`config.mk`:
```
export PLATFORM = sky130hd
export DESIGN_NAME = multi_cycle_alu
export DESIGN_NICKNAME = d
export VERILOG_FILES = /design/src/rtl/multi_cycle_alu.sv
export SDC_FILE = /design/constraint.sdc
export NUM_CORES = 1
export LEC_CHECK = 0
export CAP_MARGIN = 20
export CORE_MARGIN = 5
export CORE_UTILIZATION = 29
export CTS_BUF_LIST = sky130_fd_sc_hd__clkbuf_4 sky130_fd_sc_hd__clkbuf_8 sky130_fd_sc_hd__clkbuf_16
export DETAILED_ROUTE_END_ITERATION = 16
export PLACE_DENSITY = 0.48
export SYNTH_ARGS = -nofsm -noshare
export SYNTH_HDL_FRONTEND = slang
export SYNTH_SLANG_ARGS = --single-unit
```
`constraint.sdc`:
```
create_clock -name clk -period 6.46 [get_ports clk]
set_input_delay 1.615 -clock clk [delete_from_list [all_inputs] [get_ports clk]]
set_output_delay 1.615 -clock clk [all_outputs]
set_load 0.01 [all_outputs]
```
`src/rtl/multi_cycle_alu.sv`:
```
// multi_cycle_alu: small ALU with a valid/ready request side and a valid/ready
// result side.
// AND, OR, ADD, SUB, XOR and SLT finish in one cycle.
// SLL shifts one bit per BUSY cycle.
// MUL is a shift-add multiplier that runs for WIDTH BUSY cycles.
// Build option: define ALU_MUL_EN to include the multiplier.
// Without ALU_MUL_EN, ctrl = 7 completes in one cycle with a zero result.
//
// Handshake: a request is accepted on a rising edge where in_valid && in_ready
// (in_ready is high only in IDLE). A result is taken on a rising edge where
// out_valid && out_ready (out_valid is high only in DONE). Neither side may
// assume the other is ready; in_valid is ignored outside IDLE.
module multi_cycle_alu #(
    parameter int WIDTH = 8
) (
    input  logic             clk,
    input  logic             rst_n,
    input  logic [2:0]       ctrl,
    input  logic [WIDTH-1:0] in_1,
    input  logic [WIDTH-1:0] in_2,
    input  logic             in_valid,
    output logic             in_ready,
    output logic [WIDTH-1:0] out,
    output logic             zero,
    output logic             out_valid,
    input  logic             out_ready,
    output logic [1:0]       dbg_state
);

    localparam int SHW = $clog2(WIDTH);
    localparam int CW  = SHW + 1;

    localparam logic [2:0] OP_AND = 3'd0;
    localparam logic [2:0] OP_OR  = 3'd1;
    localparam logic [2:0] OP_ADD = 3'd2;
    localparam logic [2:0] OP_SUB = 3'd3;
    localparam logic [2:0] OP_XOR = 3'd4;
    localparam logic [2:0] OP_SLT = 3'd5;
    localparam logic [2:0] OP_SLL = 3'd6;
    localparam logic [2:0] OP_MUL = 3'd7;

    typedef enum logic [1:0] {
        S_IDLE = 2'd0,
        S_BUSY = 2'd1,
        S_DONE = 2'd2
    } state_t;

    state_t           r_state;
    logic [2:0]       r_op;
    logic [WIDTH-1:0] r_a;
    logic [WIDTH-1:0] r_b;
    logic [WIDTH-1:0] r_acc;
    logic [CW-1:0]    r_cnt;
    logic [WIDTH-1:0] r_out;
    logic             r_zero;

    state_t           w_state_nxt;
    logic [2:0]       w_op_nxt;
    logic [WIDTH-1:0] w_a_nxt;
    logic [WIDTH-1:0] w_b_nxt;
    logic [WIDTH-1:0] w_acc_nxt;
    logic [CW-1:0]    w_cnt_nxt;
    logic [WIDTH-1:0] w_out_nxt;
    logic             w_zero_nxt;
    logic             w_accept;
    logic [SHW-1:0]   w_amt;
    logic [WIDTH-1:0] w_quick;
    logic [WIDTH-1:0] w_step;
`ifdef ALU_MUL_EN
    logic [WIDTH-1:0] w_mul_add;
`endif

    assign w_accept  = in_valid && (r_state == S_IDLE);
    assign w_amt     = in_2[SHW-1:0];
    assign in_ready  = (r_state == S_IDLE);
    assign out_valid = (r_state == S_DONE);
    assign out       = r_out;
    assign zero      = r_zero;
    assign dbg_state = r_state;

`ifdef ALU_MUL_EN
    // Partial product for the current multiplier bit.
    assign w_mul_add = r_b[0] ? r_a : '0;
`endif

    // Single-cycle results, computed straight from the request inputs.
    // SLL by zero and MUL without the multiplier land here as well.
    always_comb begin
        w_quick = '0;
        case (ctrl)
            OP_AND:  w_quick = in_1 & in_2;
            OP_OR:   w_quick = in_1 | in_2;
            OP_ADD:  w_quick = in_1 + in_2;
            OP_SUB:  w_quick = in_1 - in_2;
            OP_XOR:  w_quick = in_1 ^ in_2;
            OP_SLT:  w_quick = {{(WIDTH-1){1'b0}}, ($signed(in_1) < $signed(in_2))};
            OP_SLL:  w_quick = in_1;
            default: w_quick = '0;
        endcase
    end

    // One BUSY step: shift for SLL, shift-add for MUL.
    always_comb begin
        w_step = r_acc;
        if (r_op == OP_SLL) begin
            w_step = r_acc << 1;
        end
`ifdef ALU_MUL_EN
        else begin
            w_step = r_acc + w_mul_add;
        end
`endif
    end

    // Next-state and datapath-load decisions for the IDLE/BUSY/DONE controller.
    always_comb begin
        w_state_nxt = r_state;
        w_op_nxt    = r_op;
        w_a_nxt     = r_a;
        w_b_nxt     = r_b;
        w_acc_nxt   = r_acc;
        w_cnt_nxt   = r_cnt;
        w_out_nxt   = r_out;
        w_zero_nxt  = r_zero;
        case (r_state)
            S_IDLE: begin
                if (w_accept) begin
                    w_op_nxt  = ctrl;
                    w_a_nxt   = in_1;
                    w_b_nxt   = in_2;
                    w_acc_nxt = '0;
                    if ((ctrl == OP_SLL) && (w_amt != '0)) begin
                        w_acc_nxt   = in_1;
                        w_cnt_nxt   = {1'b0, w_amt};
                        w_state_nxt = S_BUSY;
                    end
`ifdef ALU_MUL_EN
                    else if (ctrl == OP_MUL) begin
                        w_cnt_nxt   = CW'(WIDTH);
                        w_state_nxt = S_BUSY;
                    end
`endif
                    else begin
                        w_out_nxt   = w_quick;
                        w_zero_nxt  = (w_quick == '0);
                        w_state_nxt = S_DONE;
                    end
                end
            end
            S_BUSY: begin
                w_acc_nxt = w_step;
                w_cnt_nxt = r_cnt - CW'(1);
`ifdef ALU_MUL_EN
                if (r_op == OP_MUL) begin
                    w_a_nxt = r_a << 1;
                    w_b_nxt = r_b >> 1;
                end
`endif
                if (r_cnt == CW'(1)) begin
                    w_out_nxt   = w_step;
                    w_zero_nxt  = (w_step == '0);
                    w_state_nxt = S_DONE;
                end
            end
            S_DONE: begin
                if (out_ready) begin
                    w_state_nxt = S_IDLE;
                end
            end
            default: begin
                w_state_nxt = S_IDLE;
            end
        endcase
    end

    // State and datapath registers; reset clears everything and aborts any operation.
    always_ff @(posedge clk) begin
        if (!rst_n) begin
            r_state <= S_IDLE;
            r_op    <= '0;
            r_a     <= '0;
            r_b     <= '0;
            r_acc   <= '0;
            r_cnt   <= '0;
            r_out   <= '0;
            r_zero  <= 1'b1;
        end else begin
            r_state <= w_state_nxt;
            r_op    <= w_op_nxt;
            r_a     <= w_a_nxt;
            r_b     <= w_b_nxt;
            r_acc   <= w_acc_nxt;
            r_cnt   <= w_cnt_nxt;
            r_out   <= w_out_nxt;
            r_zero  <= w_zero_nxt;
        end
    end

endmodule
```
**Word-level counts from Yosys, hierarchy flattened**

Cells that the tools add are included.

- $lt $le $gt $ge: 1
- Equality and inequality tests: 15
- $add $sub $neg: 3
- Reductions and logical operators: 13
- Bitwise operators: 3
- Mux-type cells: 21

Operators by type and width:

| kind | count |
|---|---|
| one-hot mux 8 bit (7 select lines) | 1 |
| 2-to-1 mux 8 bit | 6 |
| one-hot mux 8 bit (2 select lines) | 2 |
| zero test 8 bit | 2 |
| equality test 3 bit (second input constant) | 4 |
| adder 8 bit | 1 |
| bitwise AND 8 bit | 1 |
| less-than comparator 8 bit | 1 |
| 2-to-1 mux 2 bit | 4 |
| 2-to-1 mux 4 bit | 2 |
| bitwise OR 8 bit | 1 |
| one-hot mux 4 bit (2 select lines) | 1 |
| subtractor 8 bit | 1 |
| bitwise XOR 8 bit | 1 |
| equality test 3 x 2 -> 1 bit (second input constant) | 2 |
| != test 2 x 1 -> 1 bit (second input constant) | 3 |
| one-hot mux 2 bit (3 select lines) | 1 |
| AND reduction 3 bit | 2 |
| equality test 4 x 1 -> 1 bit (second input constant) | 1 |
| != test 2 bit (second input constant) | 2 |
| AND reduction 2 bit | 2 |
| AND reduction 4 bit | 1 |
| subtractor 4 x 1 -> 4 bit (second input constant) | 1 |
| equality test 3 x 1 -> 1 bit (second input constant) | 1 |
| 9 further kinds | 12 |

- Output and inout port bits: 13
- Input bits: 23
- Logic and storage cells: 62
- Register bits after elaboration: 26

**Depth between registers and ports, before layout**

Gate-level depths: netlist (run 1).

- Depth after elaboration: 6
- Gate-level depth with buffers: 11
- Mapped depth without buffers: 11

**Least setup slack after synthesis (run 1)**

No wires, ideal clock.

- Kind: input port to flip-flop
- From: input in_1[0]
- To: register r_zero, in the netlist zero
- Slack: 2,816 ps
- Setup time: 59 ps
- Stages on the path: 11
- Data arrival time: 3,585 ps
- Buffers on the path: 0
- Cells stage by stage: inv_1 ha_1 inv_1 fa_1 inv_1 a21oi_1 a221oi_1 o22ai_1 or4_1 nor3_1 a41o_1

- Longest elaborated chain between the ends: 6
- Elaborated cells on any way between the ends: 11
- Classes of those cells: add/sub (2); order compare (1); mux (4); bitwise (3); reduce/logical (1)

Ends and longest elaborated chain:

| what | RTL line | text |
|---|---|---|
| start, declared | 19 | `input logic [WIDTH-1:0] in_1,` |
| subtractor 8 bit, or another cell as far along | 94 | `OP_SUB: w_quick = in_1 - in_2;` |
| one-hot mux 8 bit (7 select lines) (*) | 90 | `case (ctrl)` |
| zero test 8 bit (*) | 145 | `w_zero_nxt = (w_quick == '0);` |
| 2-to-1 mux 1 bit (*) | 132 | `if ((ctrl == OP_SLL) && (w_amt != '0)) begin` |
| 2-to-1 mux 1 bit (*) | 127 | `if (w_accept) begin` |
| one-hot mux 1 bit (2 select lines) (*) | 125 | `case (r_state)` |
| end signal, assigned | 195 | `r_zero <= w_zero_nxt;` |
| end, declared | 55 | `logic r_zero;` |

Every way passes the cells marked *; elsewhere a longest branch is shown, timed or not. The select of a mux whose other input is x is not followed.
A chain may end at the register's enable or synchronous reset.

**Final worst setup path (run 1)**

- From: input ctrl[1]
- To: register r_zero, in the netlist zero

- Longest elaborated chain between the ends: 6
- Elaborated cells on any way between the ends: 15
- Classes of those cells: eq/ne (7); mux (4); reduce/logical (4)

Ends and longest elaborated chain:

| what | RTL line | text |
|---|---|---|
| start, declared | 18 | `input logic [2:0] ctrl,` |
| equality test 3 bit, or another cell as far along | 90, 132 |  |
| one-hot mux 8 bit (7 select lines) | 90 |  |
| zero test 8 bit | 145 |  |
| 2-to-1 mux 1 bit | 132 |  |
| 2-to-1 mux 1 bit | 127 |  |
| one-hot mux 1 bit (2 select lines) | 125 |  |

Parallel ways exist; a longest one is shown, timed or not. The select of a mux whose other input is x is not followed.

==> metrics.cfg, run 1 <==
[run_status]
status = complete, no violations

[critical_path]
max_stage_delay_ns = 1.11
crit_top_cell = a41o_1
critPathTopFamily = buffers and inverters
crit_required_ns = 6.68
cp_cell_sequence = clkdlybuf4s50_1 -> or2b_2 -> a2bb2oi_1 -> o221ai_1 -> a41o_1 -> or4_1 -> nor3_1 -> a41o_1
rrSetupSlack_ns = 3.64
crit_arrival_ns = 4.60
critPathLaunchType = primary input
cp_num_buf_inv = 1
cp-end-kind = flip-flop
crit_slowest_cell = clkdlybuf4s50_1
criticalPathCategory = primary input to flip-flop
critPathMaxFanout = 26

[cts]
cts_hold_buffers = 0
cts_resized = 0
cts_tree = yes
cts_buffer_depth = 2
cts_buffers = 3
clk_pin_slew_ns = 0.08
htree_levels = 1
post_cts.repair.setup_buffers = 0
clkLatencyLatePin_ns = 0.27
clock-sinks = 26
root_buffer = clkbuf_8

[power_and_ir_drop]
power.switching_w = 0.0001528
switching_share_pct = 34.56
combPwrFrac_pct = 39.6
pwr-share-seq_pct = 39.5
vdd_ir_drop_max_mv = 0.07179
intPower_w = 0.0002892
p_per_area_mw_per_mm2 = 149.1
leakage_nw = 1.254
power_frac_clock_pct = 20.9

[synthesis]
synth-adder-area-share_pct = 14.64
synth-simple-area-share_pct = 20.41
avgSynthCellArea_sq_um = 7.447
synth_edf_count = 0
muxShareOfSynthArea_pct = 6.269
yosysSeqAreaShare_pct = 20.86
synth_area_sq_mm = 0.002495
syn_inst = 335
synth_compound_area_share_pct = 27.38
ys_seq_elements = 26
synth_top_flop_cell = dfxtp_1
synth_top_family_by_area = compound AO/OA/AOI/OAI gates
async_flop_share_pct = 0
synth.distinct_cells = 57
synth-xor-area-share_pct = 3.159
yosysWarnings = 0
synthesis.nets = 386

[global_route]
grt_antenna_before_repair = 0
grt_pass1_wl_microns = 12190
grt_pass1_vias = 2417
grt_overflow = 0
grt_max_degree = 27
groute.usage.overall_pct = 14.29

[job]
drv_cap = 0

[cells_and_area]
antennaDiodeCount = 0
nets = 411
areaGrowthSynthToFinish_pct = 18.81
fin_util_pct = 35.72
final_layout_size_suffix_gt1_share_pct = 3.911

[detailed_routing]
ant_nets = 0
wl_per_cell_microns = 16.34
dr.first_iter.drc_count = 74
drt_first_pass_iters = 4
routed_wl_microns = 7564
vias_per_cell = 5.315
vias = 2461
drc = 0

[sta]
worstMarginPinSlew_ns = 0.9843
setup_violations = 0
slew_headroom_pct = 34.17
hold_violations = 0
fmax_mhz = 228.1
drv_slew = 0
fin_worst_skew_ns = 0.007571
period_needed_ns = 4.384
timing.setup.tns_ns = 0
fin_crit_sh_pct = 67.86
rsz0062_at_grt = false

[placement]
port_buffers = 35
place_congestion = 0.8209
place_hpwl_microns = 5689

[floorplanning]
core_sq_mm = 0.008299
dieHeight_microns = 102.8
core.rowCount = 33
die-width_microns = 102.8
ioPinCount = 36
dieArea_sq_mm = 0.01056
start_util_pct = 30.06

[worst_hold_path]
worst_hold_path_type = flip-flop to flip-flop

[placed cells by master (no fill, tap or decap), types with 2 or more instances in the layout]
master	count
a22oi_1	2
a41o_1	2
buf_4	2
nand2_1	27
nor2b_1	4
o31ai_1	2
o211ai_1	4
nor3_1	7
o21a_1	4
nand3_1	5
ha_1	26
o21ai_0	11
a21oi_1	30
nor2_1	46
o221ai_1	2
nor4_1	2
inv_1	29
a211oi_1	4
a221oi_1	9
fa_1	2
or3_1	2
a21o_1	5
mux2i_1	13
xnor2_1	8
and2_1	3
nand2b_1	3
a31oi_1	4
clkbuf_8	3
or4_1	2
clkdlybuf4s50_1	35
o22ai_1	7
dfxtp_1	26
nor3b_1	2
[power by group through the flow]
stage	clock network [W]	logic, W	registers (W)
global route	0.0000997	0.000193	0.000176
global placement	0	0.000174	0.000178
detailed placement	0	0.000174	0.000178
finish	0.0000923	0.000175	0.000174
CTS	0.0000949	0.000175	0.000175
floorplan	0	0.000109	0.000179
[final timing paths]
kind | endpoint | cells after the start | startpoint
min reg2reg | out[2]$_SDFFE_PN0P_ | 2 | out[2]$_SDFFE_PN0P_
max | zero$_SDFFE_PN1P_ | 8 | ctrl[1]
max reg2reg | zero$_SDFFE_PN1P_ | 7 | dbg_state[0]$_SDFFE_PN0P_
min | out[2]$_SDFFE_PN0P_ | 2 | out[2]$_SDFFE_PN0P_
[state kept, by name, summed over array words and instances, names as in the netlist]
name / cells
dbg_state: 2
r_op: 3
zero: 1
r_acc: 8
out: 8
r_cnt: 4
[per-stage QoR]
stage | setup slack (ns) | hold slack (ns) | cell area [sq um] | std cells | total power, W
after floorplan | 2.816 | 0.4311 | 2495 | 335 | 0.0002887
after global placement | 1.539 | 0.4450 | 2915 | 459 | 0.0003525
after detailed placement | 1.598 | 0.4465 | 2915 | 459 | 0.0003519
after CTS | 1.876 | 0.4595 | 2957 | 462 | 0.0004443
after global routing | 1.945 | 0.4788 | 2964 | 463 | 0.0004682
final | 2.077 | 0.4591 | 2964 | 463 | 0.0004420
[cell usage after synthesis (all sizes together), types with 3 or more instances]
cell type  instances  area [sq um]
a22oi              3         27.52
a221oi             9         78.83
a31oi              4         25.02
and2               4         25.03
o22ai              7         43.79
ha                26         325.3
clkbuf            13         48.80
o21ai             11         55.05
a21oi             30         150.1
nor3               7         35.03
nand2             27         101.4
o211ai             4         30.03
inv               30         112.6
o21a               4         30.03
nor2              46         172.7
a21o               5         37.54
nand3              5         25.02
dfxtp             26         520.5
nand2b             4         32.53
a211oi             4         30.03
xnor2              8         70.07
buf                4         20.02
nor2b              4         25.02
mux2i             13         130.1
[worst reg2reg max path, cell delays in order (launching register included)]
cell and delay [ns]:
dfxtp_1 0.45, nor2b_1 0.75, nand2_1 0.20, a21boi_1 0.22
buf_4 0.23, or4_1 0.54, nor3_1 0.20, a41o_1 0.18
[kinds of logic after synthesis]
| group | Yosys count |
|---|---|
| buf+inv | 47 |
| xor+xnor | 9 |
| flops | 26 |
| simple gates | 110 |
| mux | 15 |
| compound gates | 100 |
| fa+ha+maj | 28 |
[layout make-up]
class	count	area, sq um
multi-input combinational	262	1793
timing repair buffer	37	365.4
tap	105	131.4
sequential	26	520.5
fill	904	5335
inverter	30	112.6
clock buffer	3	41.29
[routing by layer]
metal  wire, microns  vias to the layer above  global-route usage, %
li1                -                     1240                      -
met1            3778                     1171                  19.63
met2            3399                       44                  24.28
met3             317                        6                  2.165
met4              68                        0                  1.992
met5               0                        -                      0
Power figures use the tool's default switching activity.
==> inputs of run 2 (changes only) <==
==> constraint.sdc (replaced) <==
create_clock -name clk -period 4.5 [get_ports clk]
set_input_delay 1.125 -clock clk [delete_from_list [all_inputs] [get_ports clk]]
set_output_delay 1.125 -clock clk [all_outputs]
set_load 0.01 [all_outputs]
==> metrics.cfg, run 2 (same netlist as run 1, synthesis figures left out) <==
[global_route]
groute.usage.overall_pct = 13.88
grt_pass1_wl_microns = 11790
grt_overflow = 0
grt_max_degree = 23
grt_antenna_before_repair = 0
grt_pass1_vias = 2362

[critical_path]
cp-end-kind = flip-flop
max_stage_delay_ns = 0.70
critPathLaunchType = primary input
crit_arrival_ns = 3.98
crit_slowest_cell = clkdlybuf4s50_1
critPathMaxFanout = 7
crit_required_ns = 4.65
cp_cell_sequence = clkdlybuf4s50_1 -> inv_1 -> ha_1 -> o21ba_2 -> or4_1 -> o211ai_1 -> o22ai_1 -> mux2_2 -> o31ai_1 -> a21oi_1
criticalPathCategory = primary input to flip-flop

[placement]
place_hpwl_microns = 5610
place_congestion = 0.8825
port_buffers = 35
dp_slack_ns = 0.4063

[sta]
fmax_mhz = 261.4
hold_violations = 0
drv_slew = 0
rsz0062_at_grt = false
setup_ws_ns = 0.6750
slew_headroom_pct = 45.27
worstMarginPinSlew_ns = 0.8179
fin_worst_skew_ns = 0.004430
setup_violations = 0
fin_crit_sh_pct = 85.00
timing.setup.tns_ns = 0
period_needed_ns = 3.825

[detailed_routing]
routed.top_layer = met4
drc = 0
route.met2.wl_microns = 3348
routed_wl_microns = 7215
dr.first_iter.drc_count = 122
drt_first_pass_iters = 4
ant_nets = 0
wl_met3_microns = 298
vias_per_cell = 5.212
drt-met1-wl_microns = 3519
wl_per_cell_microns = 15.48
vias = 2429

[floorplanning]
core_sq_mm = 0.008299
dieArea_sq_mm = 0.01056
dieHeight_microns = 102.8
die-width_microns = 102.8
start_util_pct = 30.06
ioPinCount = 36
core.rowCount = 33

[cts]
clkLatencyLatePin_ns = 0.27
cts_tree = yes
root_buffer = clkbuf_8
clock-sinks = 26
post_cts.repair.setup_buffers = 0
cts_buffer_depth = 2
htree_levels = 1
cts_resized = 0
cts_buffers = 3
cts_hold_buffers = 0
clk_pin_slew_ns = 0.09

[run_status]
status = complete, no violations

[cells_and_area]
layout_common_cells = nor2_1 (46), clkdlybuf4s50_1 (35), a21oi_1 (30)
antennaDiodeCount = 0
final_common_cell = nor2_1
nets = 413
final_layout_size_suffix_gt1_share_pct = 4.709
nFillCells = 865
areaGrowthSynthToFinish_pct = 19.96

[job]
drv_cap = 0

[worst_hold_path]
worst_hold_path_type = flip-flop to flip-flop

[power_and_ir_drop]
p_per_area_mw_per_mm2 = 218.4
vdd_ir_drop_max_mv = 0.1090
leakage_nw = 1.271

-- run 2: power by group --
group | internal, W | switching, W | total, W
registers | 0.000242 | 0.00000820 | 0.000250
logic | 0.000114 | 0.000137 | 0.000251
clock network | 0.0000783 | 0.0000743 | 0.000153
total | 0.000434 | 0.000219 | 0.000654
-- run 2: area by class of cell --
cell class,count,area [sq um],area share [%]
inverter,30,112.6,3.763
timing repair buffer,39,380.4,12.71
sequential,26,520.5,17.39
clock buffer,4,55.05,1.839
tap,105,131.4,4.390
multi-input combinational,262,1793,59.91
-- run 2: layer usage --
metal  up-vias  global-route usage, %
li1       1239                      -
met1      1136                  19.09
met2        48                  23.68
met3         6                  2.165
met4         0                  1.594
met5         -                      0
-- run 2: per-stage QoR --
step / hold WS, ns / power (W) / instances / utilization [%] / cell area (sq um)
final: 0.4587 / 0.0006536 / 466 / 36.06 / 2993
after floorplan: 0.4311 / 0.0004144 / 335 / - / 2495
after global routing: 0.4836 / 0.0006990 / 466 / 36.06 / 2993
after detailed placement: 0.4459 / 0.0005067 / 462 / 35.40 / 2938
after global placement: 0.4436 / 0.0005083 / 462 / 35.40 / 2938
after CTS: 0.4597 / 0.0006640 / 466 / 36.06 / 2993
-- run 2: worst paths after layout --
path	start	end	slack (ns)	cells past startpoint
max	in_1[1]	out[7]$_SDFFE_PN0P_	0.68	10
min reg2reg	r_op[2]$_SDFFE_PN0P_	r_op[2]$_SDFFE_PN0P_	0.46	2
min	r_op[2]$_SDFFE_PN0P_	r_op[2]$_SDFFE_PN0P_	0.46	2
max reg2reg	dbg_state[0]$_SDFFE_PN0P_	zero$_SDFFE_PN1P_	1.91	6
-- run 2: critical path, delay by kind of cell --
family / cells / cell delay [ns]
compound gates: 5 / 0.99
fa+ha+maj: 1 / 0.34
buf+inv: 2 / 0.78
mux: 1 / 0.31
simple gates: 1 / 0.41
